--- src/rtl/shift_pkg.sv ---
// Shared types for the pipelined barrel shifter.
// Operation encoding matches the EX-stage shift decode.
package shift_pkg;

  typedef enum logic [1:0] {
    OP_SLL = 2'b00,
    OP_SRL = 2'b01,
    OP_SRA = 2'b10,
    OP_ROR = 2'b11
  } shift_op_e;

  localparam int OP_W = 2;

endpackage

--- src/rtl/shift_stage.sv ---
// One level of the pipelined barrel shifter: conditional shift by a fixed
// power-of-two distance followed by an elastic payload register.
module shift_stage
  import shift_pkg::*;
#(
  parameter int WIDTH = 32,
  parameter int TAG_W = 5,
  parameter int SHW   = $clog2(WIDTH),
  parameter int LEVEL = 0
) (
  input  logic             clk,
  input  logic             rst_n,
  input  logic             flush,
  input  logic             in_valid,
  output logic             in_ready,
  input  logic [WIDTH-1:0] in_data,
  input  logic [SHW-1:0]   in_shamt,
  input  shift_op_e        in_op,
  input  logic             in_fill,
  input  logic [TAG_W-1:0] in_tag,
  output logic             out_valid,
  input  logic             out_ready,
  output logic [WIDTH-1:0] out_data,
  output logic [SHW-1:0]   out_shamt,
  output shift_op_e        out_op,
  output logic             out_fill,
  output logic [TAG_W-1:0] out_tag
);

  localparam int DIST = 1 << LEVEL;

  typedef struct packed {
    logic [WIDTH-1:0] data;
    logic [SHW-1:0]   shamt;
    shift_op_e        op;
    logic             fill;
    logic [TAG_W-1:0] tag;
  } payload_t;

  payload_t         payload;
  logic [WIDTH-1:0] shifted;
  logic             load;

  // A stage may load when empty or when its contents leave this cycle.
  assign load     = ~out_valid | out_ready;
  assign in_ready = ~flush & load;

  // Conditional shift for this level's shift-amount bit.
  always_comb begin
    shifted = in_data;
    if (in_shamt[LEVEL]) begin
      case (in_op)
        OP_SLL:  shifted = in_data << DIST;
        OP_SRL:  shifted = in_data >> DIST;
        OP_SRA:  shifted = {{DIST{in_fill}}, in_data[WIDTH-1:DIST]};
        OP_ROR:  shifted = {in_data[DIST-1:0], in_data[WIDTH-1:DIST]};
        default: shifted = in_data;
      endcase
    end else begin
      shifted = in_data;
    end
  end

  // Valid bit and payload register; a stalled stage holds everything.
  always_ff @(posedge clk or negedge rst_n) begin
    if (!rst_n) begin
      out_valid <= 1'b0;
      payload   <= '0;
    end else if (flush) begin
      out_valid <= 1'b0;
    end else if (load) begin
      out_valid <= in_valid;
      if (in_valid) begin
        payload <= '{data: shifted, shamt: in_shamt, op: in_op,
                     fill: in_fill, tag: in_tag};
      end
    end
  end

  assign out_data  = payload.data;
  assign out_shamt = payload.shamt;
  assign out_op    = payload.op;
  assign out_fill  = payload.fill;
  assign out_tag   = payload.tag;

endmodule

--- src/rtl/shift_pipe.sv ---
// Pipelined barrel shifter (SLL/SRL/SRA/ROR) with valid/ready handshake,
// flush and a pass-through tag; one register rank per shift level.
module shift_pipe
  import shift_pkg::*;
#(
  parameter  int WIDTH = 32,
  parameter  int TAG_W = 5,
  localparam int SHW   = $clog2(WIDTH)
) (
  input  logic             clk,
  input  logic             rst_n,
  input  logic             flush,
  input  logic             in_valid,
  output logic             in_ready,
  input  logic [WIDTH-1:0] in_data,
  input  logic [SHW-1:0]   in_shamt,
  input  logic [1:0]       in_op,
  input  logic [TAG_W-1:0] in_tag,
  output logic             out_valid,
  input  logic             out_ready,
  output logic [WIDTH-1:0] out_data,
  output logic [TAG_W-1:0] out_tag
);

  // Index k is the input of stage k; index SHW is the last stage's register.
  logic             valid_c [0:SHW];
  logic             ready_c [0:SHW];
  logic [WIDTH-1:0] data_c  [0:SHW];
  logic [SHW-1:0]   shamt_c [0:SHW];
  shift_op_e        op_c    [0:SHW];
  logic             fill_c  [0:SHW];
  logic [TAG_W-1:0] tag_c   [0:SHW];

  assign valid_c[0] = in_valid;
  assign data_c[0]  = in_data;
  assign shamt_c[0] = in_shamt;
  assign op_c[0]    = shift_op_e'(in_op);
  assign fill_c[0]  = in_data[WIDTH-1];
  assign tag_c[0]   = in_tag;
  assign in_ready   = ready_c[0];

  assign ready_c[SHW] = out_ready;
  assign out_valid    = valid_c[SHW];
  assign out_data     = data_c[SHW];
  assign out_tag      = tag_c[SHW];

  // Largest shift distance first, so stage k handles shamt bit SHW-1-k.
  for (genvar k = 0; k < SHW; k++) begin : g_stage
    shift_stage #(
      .WIDTH(WIDTH),
      .TAG_W(TAG_W),
      .SHW  (SHW),
      .LEVEL(SHW - 1 - k)
    ) u_stage (
      .clk      (clk),
      .rst_n    (rst_n),
      .flush    (flush),
      .in_valid (valid_c[k]),
      .in_ready (ready_c[k]),
      .in_data  (data_c[k]),
      .in_shamt (shamt_c[k]),
      .in_op    (op_c[k]),
      .in_fill  (fill_c[k]),
      .in_tag   (tag_c[k]),
      .out_valid(valid_c[k+1]),
      .out_ready(ready_c[k+1]),
      .out_data (data_c[k+1]),
      .out_shamt(shamt_c[k+1]),
      .out_op   (op_c[k+1]),
      .out_fill (fill_c[k+1]),
      .out_tag  (tag_c[k+1])
    );
  end

endmodule

--- config.mk ---
export PLATFORM = sky130hd
export DESIGN_NAME = shift_pipe
export DESIGN_NICKNAME = d
export VERILOG_FILES = /design/src/rtl/shift_pkg.sv /design/src/rtl/shift_stage.sv /design/src/rtl/shift_pipe.sv
export SDC_FILE = /design/constraint.sdc
export NUM_CORES = 1
export LEC_CHECK = 0
export CAP_MARGIN = 20
export CORE_MARGIN = 3
export CORE_UTILIZATION = 66
export CTS_BUF_LIST = sky130_fd_sc_hd__clkbuf_8
export DETAILED_ROUTE_END_ITERATION = 8
export PLACE_DENSITY = 0.89
export SYNTH_ARGS = -nofsm -noshare
export SYNTH_HDL_FRONTEND = slang
export SYNTH_SLANG_ARGS = --single-unit
--- constraint.sdc ---
create_clock -name clk -period 4.8 [get_ports clk]
set_input_delay 0.96 -clock clk [delete_from_list [all_inputs] [get_ports clk]]
set_output_delay 0.96 -clock clk [all_outputs]
set_load 0.02 [all_outputs]
# ---- Word level (Yosys, flattened, before mapping)
# Index checks and enable logic that the tools add are counted.
dict set report totals {
  in_bits 49
  out_inout_bits 39
  reg_bits 212
  elab_cells 93
}
dict set report op_classes {
  bitwise_logic 16
  mux 20
  n_eq_ne 15
  n_reduce_logical 15
}
# cell n
set ops {}
lappend ops {{case mux 32 bit (4 select lines)} 5}
lappend ops {{2-to-1 mux 32 bit} 5}
lappend ops {{== test 2 bit (second input constant)} 10}
lappend ops {{AND reduction 3 bit} 5}
lappend ops {{== test 2 x 1 -> 1 bit (second input constant)} 5}
lappend ops {{logical NOT 2 bit} 5}
lappend ops {{2-to-1 mux 1 bit} 10}
lappend ops {{nonzero test 2 bit} 5}
lappend ops {{NOT 1 bit} 6}
lappend ops {{AND 1 bit} 5}
lappend ops {{bitwise OR 1 bit} 5}

# ---- Longest topological paths before layout
# Gate-level depths: netlist of run 1.
dict set report depth {
  ltp_word 12
  depth_mapped 7
  ltp_nobuf 4
}

# ---- Hierarchy
# A second synthesis of run 1 with hierarchy kept.
dict set report hier_totals {
  cells_unflattened 1156
  area_unflattened_um2 12577.1
}
# module seq_area_each_um2 cells_each n_inst area_per_inst_um2
set modules_own_cells {}
lappend modules_own_cells {{shift_stage at g_stage[4].u_stage} 1151.1 250 1 2622.5}
lappend modules_own_cells {{shift_stage at g_stage[3].u_stage} 1151.1 247 1 2583.7}
lappend modules_own_cells {{shift_stage at g_stage[2].u_stage} 1151.1 241 1 2563.7}
lappend modules_own_cells {{shift_stage at g_stage[1].u_stage} 1151.1 234 1 2551.2}
lappend modules_own_cells {{shift_stage at g_stage[0].u_stage} 1151.1 184 1 2255.9}

# ---- Worst setup path after synthesis of run 1
# OpenSTA, ideal clock, no wires.
dict set report synth_path {
  path_kind {input-to-output}
  start {input port out_ready}
  end {output port in_ready}
  required_ps 3840
  n_path_buf 0
  cell_stages 3
  setup_slack_ps 2404
  arrival_time_ps 1436
  cell_sequence {nand4b_1 > nor2_1 > nor2_1}
}
dict set report synth_between {
  elab_chain_len 10
}
# item line_no
set synth_lines {}
lappend synth_lines {{from (decl)} shift_pipe.sv:20} ;# input logic out_ready,
lappend synth_lines {{bitwise OR 1 bit} shift_stage.sv:45} ;# assign load = ~out_valid | out_ready;
lappend synth_lines {{AND 1 bit} shift_stage.sv:46} ;# assign in_ready = ~flush & load;
lappend synth_lines {{bitwise OR 1 bit} shift_stage.sv:45}
lappend synth_lines {{AND 1 bit} shift_stage.sv:46}
lappend synth_lines {{bitwise OR 1 bit} shift_stage.sv:45}
lappend synth_lines {{AND 1 bit} shift_stage.sv:46}
lappend synth_lines {{bitwise OR 1 bit} shift_stage.sv:45}
lappend synth_lines {{AND 1 bit} shift_stage.sv:46}
lappend synth_lines {{bitwise OR 1 bit} shift_stage.sv:45}
lappend synth_lines {{AND 1 bit} shift_stage.sv:46}
lappend synth_lines {{to (decl)} shift_pipe.sv:14} ;# output logic in_ready,
# Every way passes these cells.

# ---- Final worst setup path of run 1
# Same ends and word-level chain as after synthesis.

==> impl_metrics.tcl, run 1 <==
set metrics [dict create \
    cts_tree "built" \
    start_util 0.675 \
    drt_iter0_drc 994 \
    worst_slew_pin_slew_ns 1.06 \
    rows 47 \
    critPathRequiredTime_ns 3.84 \
    grt_overflow 0 \
    critPathMaxFanout 3 \
    yosysMostFrequentCell "nand2_1" \
    finalSetupTns_ns 0 \
    antenna_found_initial 0 \
    cts_hold_buf 0 \
    worstPathArrival_ns 2.50 \
    syn_area_per_cell_um2 8.15 \
    grt_start_max_net_pins 114 \
    place_hpwl_um 17100 \
    first_pass_iters 6 \
    portBuffers 87 \
    synth.distinct_cells 33 \
    total_power_uw 5940 \
    yosys-top-cells-area "dfrtp_1 (47%), nand2_1 (14%), o21ai_0 (7.0%)" \
    worstSkewPairLatency_ns 0.53 \
    h-tree-depth 2 \
    fp.dieW_um 136 \
    cts-buffers-inserted 35 \
    hold_viol 0 \
    yosys.area.top_type "dfrtp_1" \
    relSlewSlack 0.289 \
    place_inst 1563 \
    p_per_area_nw_per_um2 472 \
    synth_common_cells "nand2_1 (405), dfrtp_1 (212), o21ai_0 (158)" \
    dieArea_um2 18600 \
    ys_warn_count 0 \
    max_freq_ghz 0.289 \
    antenna_cells 0 \
    wl_um 25800 \
    synth-edff-count 0 \
    synth_seq_cells 212 \
    area_growth_pct 12.2 \
    die_height_um 136 \
    vias 9759 \
    ant_nets 0 \
    maxCapViolations 0 \
    netlist.area_leader.share 0.472 \
    clk_pin_slew_ns 0.06 \
    fin_crit_sh 0.721 \
    crit_start "out_ready" \
    async_flop_share 1.00 \
    clk_path_buf_depth 3 \
    fillers 1168 \
    drc_errors 0 \
    fp.coreArea_um2 16600 \
    place_ws_ns 1.34 \
    cellLeakagePower_uw 0.00575 \
    seq_area_frac_synth 0.472 \
    gp_congestion 0.869 \
    period_needed_ns 3.46 \
    hp-class "reg -> reg" \
    netlist_area_um2 11200 \
    drive_above_1_share 0.0724 \
    grt_use_total 0.279 \
    clock_sinks 212 \
    ctsResizeCount 0 \
    finClkSkew_ns 0.0219 \
    min_from "g_stage[3].u_stage.out_tag[3]" \
    synth_flop_cell "dfrtp_1" \
    synth_fp_nets 1427 \
    crit_type "in -> out" \
    pin_count 88 \
    grt_pass1_wl_um 42300 \
    syn_inst 1378 \
    status "finished, final reports clean" \
    vias_per_cell 5.99 \
    start_kind "primary input" \
    wl_per_cell_um 15.9 \
    grt_pass1_vias 8778 \
    cts_setup_buffers 0 \
    rsz0062_at_grt "no" \
    final_cells 1628 \
    setup_slack_ns 1.34 \
    reg2reg_from "g_stage[3].u_stage.out_valid" \
    num-nets-final 1431 \
    worst_setup_path_end_kind "output pin" \
    ir_drop_mv 0.281 \
    finalSetupViolations 0 \
    drv_slew 0 \
    clockRootBuffer "clkbuf_8" \
]
-- kinds of logic after synthesis --
logic type | count (synthesis) | synth area share
compound gates | 344 | 0.174
buf+inv | 159 | 0.0686
flops | 212 | 0.472
mux | 45 | 0.0451
simple gates | 618 | 0.240
-- state kept, by name (all words and copies together), names as in the netlist --
signal / count
g_stage.u_stage.out_data: 160
g_stage.u_stage.out_fill: 4
g_stage.u_stage.out_op: 8
g_stage.u_stage.out_shamt: 10
g_stage.u_stage.out_tag: 25
g_stage.u_stage.out_valid: 5
-- through the flow --
step / util / hold WS (ns) / area, µm²
after floorplan: - / 0.432 / 11200
after global placement: 0.711 / 0.446 / 11800
after detailed placement: 0.714 / 0.457 / 11900
after CTS: 0.754 / 0.468 / 12600
after global routing: 0.757 / 0.490 / 12600
final: 0.757 / 0.464 / 12600
-- layout make-up --
| type | count | area, µm² | area share |
|---|---|---|---|
| Clock buffer | 43 | 592 | 0.0470 |
| Sequential cell | 212 | 5310 | 0.421 |
| Tap cell | 220 | 275 | 0.0219 |
| Inverter | 20 | 75.1 | 0.00596 |
| Timing Repair Buffer | 106 | 1080 | 0.0857 |
| Clock inverter | 20 | 86.3 | 0.00685 |
| Multi-Input combinational cell | 1007 | 5180 | 0.411 |
-- worst max-delay path: stages --
cell,delay (ns)
clkdlybuf4s50_1,0.45
nand4b_1,0.29
nor2_1,0.20
nor2_1,0.05
clkdlybuf4s50_1,0.55
-- layer usage --
metal / routed length [µm] / global-route usage / up-vias
met5: 0 / 0 / -
met4: 999 / 0.123 / 0
met3: 1820 / 0.0518 / 70
li1: - / - / 4663
met1: 10600 / 0.367 / 4570
met2: 12500 / 0.453 / 456
-- report_power, final --
| part | switching [µW] | leakage (µW) | internal [µW] |
|---|---|---|---|
| combinational | 926 | 0.00267 | 716 |
| sequential | 528 | 0.00268 | 2260 |
| clock | 697 | 0.000407 | 811 |
-- final timing paths --
kind	end	slack [ns]	cells past startpoint
min in group asynchronous	g_stage[4].u_stage.out_data[4]	0.57	1
max	in_ready	1.34	5
max in group asynchronous	g_stage[0].u_stage.out_data[2]	3.21	2
max reg2reg	g_stage[0].u_stage.out_data[27]	2.61	5
min	g_stage[4].u_stage.out_tag[3]	0.46	2
min reg2reg	g_stage[4].u_stage.out_tag[3]	0.46	2
-- cells in the final DEF, fill, tap and decap left out, types with 2 or more instances in the layout --
| cell | synthesis | final |
|---|---|---|
| nand2_1 | 405 | 405 |
| dfrtp_1 | 212 | 211 |
| o21ai_0 | 158 | 158 |
| and3_1 | 89 | 89 |
| clkdlybuf4s50_1 | 0 | 85 |
| nor2_1 | 75 | 75 |
| o21ai_1 | 63 | 62 |
| clkbuf_8 | 0 | 44 |
| a31oi_1 | 40 | 40 |
| inv_1 | 19 | 35 |
| a21oi_1 | 34 | 34 |
| mux2_1 | 24 | 24 |
| mux2_2 | 21 | 21 |
| nor2b_1 | 19 | 19 |
| and2_1 | 15 | 15 |
| o311a_1 | 15 | 15 |
| o31ai_1 | 15 | 15 |
| buf_4 | 38 | 14 |
| a311oi_1 | 8 | 8 |
| a221oi_1 | 8 | 8 |
| or2_2 | 5 | 5 |
| nand2b_1 | 2 | 2 |
| nor3b_2 | 2 | 2 |
| clkinv_2 | 0 | 2 |
| buf_16 | 0 | 2 |
| buf_8 | 0 | 2 |
No activity file was read; power rests on OpenSTA's default activity.
==> run 2: changes to the inputs <==
--- a/config.mk
+++ b/config.mk
@@ -7,10 +7,10 @@
 export LEC_CHECK = 0
 export CAP_MARGIN = 20
 export CORE_MARGIN = 3
-export CORE_UTILIZATION = 66
+export CORE_UTILIZATION = 61
 export CTS_BUF_LIST = sky130_fd_sc_hd__clkbuf_8
 export DETAILED_ROUTE_END_ITERATION = 8
-export PLACE_DENSITY = 0.89
+export PLACE_DENSITY = 0.83
 export SYNTH_ARGS = -nofsm -noshare
 export SYNTH_HDL_FRONTEND = slang
 export SYNTH_SLANG_ARGS = --single-unit
==> constraint.sdc (replaced) <==
create_clock -name clk -period 3.3 [get_ports clk]
set_input_delay 0.66 -clock clk [delete_from_list [all_inputs] [get_ports clk]]
set_output_delay 0.66 -clock clk [all_outputs]
set_load 0.02 [all_outputs]
==> impl_metrics.tcl, run 2 (same netlist as run 1, synthesis figures left out) <==
set metrics [dict create \
    worst_slew_pin_slew_ns 0.946 \
    crit_type "in -> out" \
    antenna_found_initial 0 \
    crit_path_cell_trace "clkdlybuf4s50_1 > nand4b_1 > nor2_1 > nor2_1 > clkdlybuf4s50_1" \
    largest_reg_flops 160 \
    wl_um 25100 \
    die_height_um 142 \
    portBuffers 87 \
    drive_above_1_share 0.0784 \
    place_hpwl_um 17300 \
    rsz0062_at_grt "no" \
    fin_crit_sh 0.866 \
    ctsResizeCount 0 \
    relSlewSlack 0.369 \
    maxCapViolations 0 \
    finClkSkew_ns 0.0161 \
    area_growth_pct 12.8 \
    cts-buffers-inserted 36 \
    max_freq_ghz 0.350 \
    p_per_area_nw_per_um2 682 \
    fillers 1413 \
    grt_use_total 0.253 \
    clk_pin_slew_ns 0.05 \
    worst_setup_path_end_kind "output pin" \
    finalSetupViolations 0 \
    critPathRequiredTime_ns 2.64 \
    pin_count 88 \
    hold_viol 0 \
    dieArea_um2 20100 \
    rows 48 \
    h-tree-depth 2 \
    vias 9489 \
    ant_nets 0 \
    critPathMaxFanout 3 \
    clk_path_buf_depth 3 \
    clockRootBuffer "clkbuf_8" \
    start_util 0.636 \
    clock_sinks 212 \
    grt_pass1_vias 8698 \
    path_buf_inv 2 \
    cts_tree "built" \
    cts_hold_buf 0 \
    status "finished, final reports clean" \
    drc_errors 0 \
    mostFrequentLayoutCell "nand2_1" \
    cp_slowest_cell "clkdlybuf4s50_1" \
    grt_overflow 0 \
    multiInputGateArea_um2 5180 \
    fp.dieW_um 142 \
    wl_per_cell_um 15.3 \
    grt_pass1_wl_um 42400 \
    drv_slew 0 \
    num-nets-final 1439 \
    postLayoutCoreUtil 0.718 \
    finalSetupTns_ns 0 \
    gp_congestion 0.857 \
    mostFrequentLayoutCells "nand2_1 (405), dfrtp_1 (211), o21ai_0 (158)" \
    cts_setup_buffers 0 \
    fp.coreArea_um2 17700 \
    drt_iter0_drc 840 \
    path_delay_family "buffers and inverters" \
    r2r_setup_slack_ns 1.26 \
    hp-class "in -> async" \
    first_pass_iters 6 \
    vias_per_cell 5.79 \
    worstSkewPairLatency_ns 0.52 \
    seq_area_um2 5310 \
    ir_drop_mv 0.446 \
    antenna_cells 0 \
    grt_start_max_net_pins 88 \
    start_kind "primary input" \
    worstPathArrival_ns 2.20 \
    period_needed_ns 2.86 \
    slowest_delay_ns 0.53 \
    cellLeakagePower_uw 0.00579 \
]
## run 2: layout make-up
class | instances | area share
clock buffers | 45 | 0.0489
well taps | 225 | 0.0222
clock inverters | 18 | 0.00612
inverters | 20 | 0.00592
multi-input cells | 1007 | 0.409
repair buffers | 113 | 0.0892
flip-flops and latches | 212 | 0.419
## run 2: through the flow
stage / hold WS (ns) / cells / worst slack (ns) / total power, µW / cell area [µm²]
finish: 0.193 / 1640 / 0.441 / 8640 / 12700
global route: 0.213 / 1640 / 0.331 / 9240 / 12700
CTS: 0.209 / 1639 / 0.443 / 8650 / 12700
detailed placement: 0.450 / 1576 / 0.443 / 6390 / 12000
global placement: 0.444 / 1575 / 0.466 / 6270 / 11900
floorplan: 0.364 / 1378 / 1.50 / 5660 / 11200
## run 2: report_power, final
part | internal [µW] | switching [µW]
Combinational | 1030 | 1320
Sequential | 3290 | 744
Clock | 1220 | 1020
## run 2: worst paths after layout
path | depth (start not counted) | start | to
min | 1 | rst_n | g_stage[4].u_stage.out_data[4]
min reg2reg | 2 | g_stage[3].u_stage.out_tag[1] | g_stage[4].u_stage.out_tag[1]
max | 5 | out_ready | in_ready
max in group asynchronous | 2 | rst_n | g_stage[3].u_stage.out_data[24]
max reg2reg | 5 | g_stage[3].u_stage.out_valid | g_stage[0].u_stage.out_data[31]
min in group clk | 2 | g_stage[3].u_stage.out_tag[1] | g_stage[4].u_stage.out_tag[1]
## run 2: metal layers
metal / vias up / track usage / routed length (µm)
li1: 4675 / - / -
met1: 4462 / 0.342 / 11100
met2: 293 / 0.415 / 12000
met3: 59 / 0.0404 / 1200
met4: 0 / 0.0975 / 853
met5: - / 0 / 0
==> run 3: changes to the inputs <==
--- a/config.mk
+++ b/config.mk
@@ -6,11 +6,10 @@
 export NUM_CORES = 1
 export LEC_CHECK = 0
 export CAP_MARGIN = 20
-export CORE_MARGIN = 3
-export CORE_UTILIZATION = 61
+export CORE_UTILIZATION = 55
 export CTS_BUF_LIST = sky130_fd_sc_hd__clkbuf_8
 export DETAILED_ROUTE_END_ITERATION = 8
-export PLACE_DENSITY = 0.83
+export PLACE_DENSITY = 0.76
 export SYNTH_ARGS = -nofsm -noshare
 export SYNTH_HDL_FRONTEND = slang
 export SYNTH_SLANG_ARGS = --single-unit
==> impl_metrics.tcl, run 3 (same netlist as run 1, synthesis figures left out) <==
set metrics [dict create \
    hold_viol 0 \
    finalSetupViolations 0 \
    relSlewSlack 0.273 \
    place_inst 1618 \
    drv_slew 0 \
    worstSkewPairLatency_ns 0.53 \
    critPathRequiredTime_ns 2.64 \
    clock_sinks 212 \
    place_hpwl_um 17100 \
    rows 51 \
    fp.coreArea_um2 19700 \
    gp_congestion 0.815 \
    area_growth_pct 13.6 \
    clk_path_buf_depth 3 \
    grt_start_max_net_pins 91 \
    wl_per_cell_um 14.9 \
    hp-class "in -> async" \
    worstPathArrival_ns 2.22 \
    clockPowerShare 0.271 \
    mostFrequentLayoutCells "nand2_1 (405), dfrtp_1 (211), o21ai_0 (158)" \
    share_seq_of_total_power 0.460 \
    cts_tree "built" \
    mostFrequentLayoutCell "nand2_1" \
    fin_crit_sh 0.874 \
    grt_use_total 0.246 \
    r2r_setup_slack_ns 1.32 \
    grt_pass1_wl_um 42900 \
    vias 9413 \
    postLayoutCoreUtil 0.647 \
    wl_um 25000 \
    p_sw_uw 3080 \
    final_cells 1681 \
    drc_errors 0 \
    antenna_cells 0 \
    status "finished, final reports clean" \
    cts_hold_buf 0 \
    cellLeakagePower_uw 0.00580 \
    worst_slew_pin_slew_ns 1.09 \
    cts-buffers-inserted 37 \
    start_kind "primary input" \
    clockRootBuffer "clkbuf_8" \
    start_util 0.570 \
    max_freq_ghz 0.347 \
    whs_ns 0.181 \
    dieArea_um2 21000 \
    rsz0062_at_grt "no" \
    die_height_um 145 \
    grt_overflow 0 \
    p_sw_frac 0.353 \
    grt_pass1_vias 8543 \
    cts_setup_buffers 0 \
    largest_reg_flops 160 \
    comb_power_share 0.268 \
    maxCapViolations 0 \
    finalSetupTns_ns 0 \
    antenna_found_initial 0 \
    crit_type "in -> out" \
    internal_power_uw 5650 \
    ir_drop_mv 0.352 \
    fp.dieW_um 145 \
    pin_count 88 \
    p_per_area_nw_per_um2 684 \
    ctsResizeCount 0 \
    drive_above_1_share 0.0819 \
    vias_per_cell 5.60 \
    reg2regPathDepth 5 \
    drt_iter0_drc 551 \
    critPathMaxFanout 3 \
    worst_setup_path_end_kind "output pin" \
    period_needed_ns 2.88 \
    clk_pin_slew_ns 0.06 \
    reg2reg_from "g_stage[3].u_stage.out_valid" \
    h-tree-depth 2 \
    portBuffers 87 \
    first_pass_iters 6 \
    num-nets-final 1441 \
    r2r-end "g_stage[0].u_stage.out_data[16]" \
    ant_nets 0 \
    finClkSkew_ns 0.0190 \
]
==> run 3: changes by cell type in the layout (fill, tap and decap cells not counted), sizes merged <==
cell / change
inv: -4
clkinvlp: -1
clkbuf: +1
buf: +1
clkinv: +3
bufinv: +1
==> run 3: worst max-delay path by stage <==
stage / startpoint / to / slack [ns]
global placement: out_ready / in_ready / 0.45
finish: out_ready / in_ready / 0.42
floorplan: out_ready / g_stage[1].u_stage.out_data[15] / 1.50
CTS: out_ready / in_ready / 0.42
global route: out_ready / in_ready / 0.33
detailed placement: out_ready / in_ready / 0.44
==> run 3: cell type report <==
class / count / area (µm²)
repair buffers: 114 / 1130
flip-flops and latches: 212 / 5310
clock buffers: 46 / 633
well taps: 265 / 332
multi-input cells: 1007 / 5180
fillers: 1651 / 6960
clock inverters: 17 / 100
inverters: 20 / 75.1
==> run 3: layer usage <==
layer  vias to the layer above  GRT usage  routed length, µm
met5                         -          0                  0
met1                      4452      0.339              11400
met2                       251      0.400              11900
met3                        38     0.0343               1050
li1                       4672          -                  -
met4                         0     0.0814                567
==> run 3: critical path, stage by stage <==
cell,delay (ns)
clkdlybuf4s50_1,0.45
nand4b_1,0.32
nor2_1,0.21
nor2_1,0.05
clkdlybuf4s50_1,0.53
==> run 3: metrics by stage <==
stage	setup slack [ns]	area, µm²	total power (µW)
after floorplan	1.50	11200	5660
after global placement	0.447	12000	6290
after detailed placement	0.439	12000	6400
after CTS	0.416	12800	8780
after global routing	0.325	12800	9340
final	0.416	12800	8720
==> run 3: power by group through the flow <==
stage	clock, µW	sequential (µW)	combinational [µW]
4_1_cts	2420	4010	2350
2_1_floorplan	0	3760	1900
3_5_place_dp	0	4050	2340
6_report	2370	4020	2340
3_3_place_gp	0	4030	2260
5_1_grt	2540	4130	2660
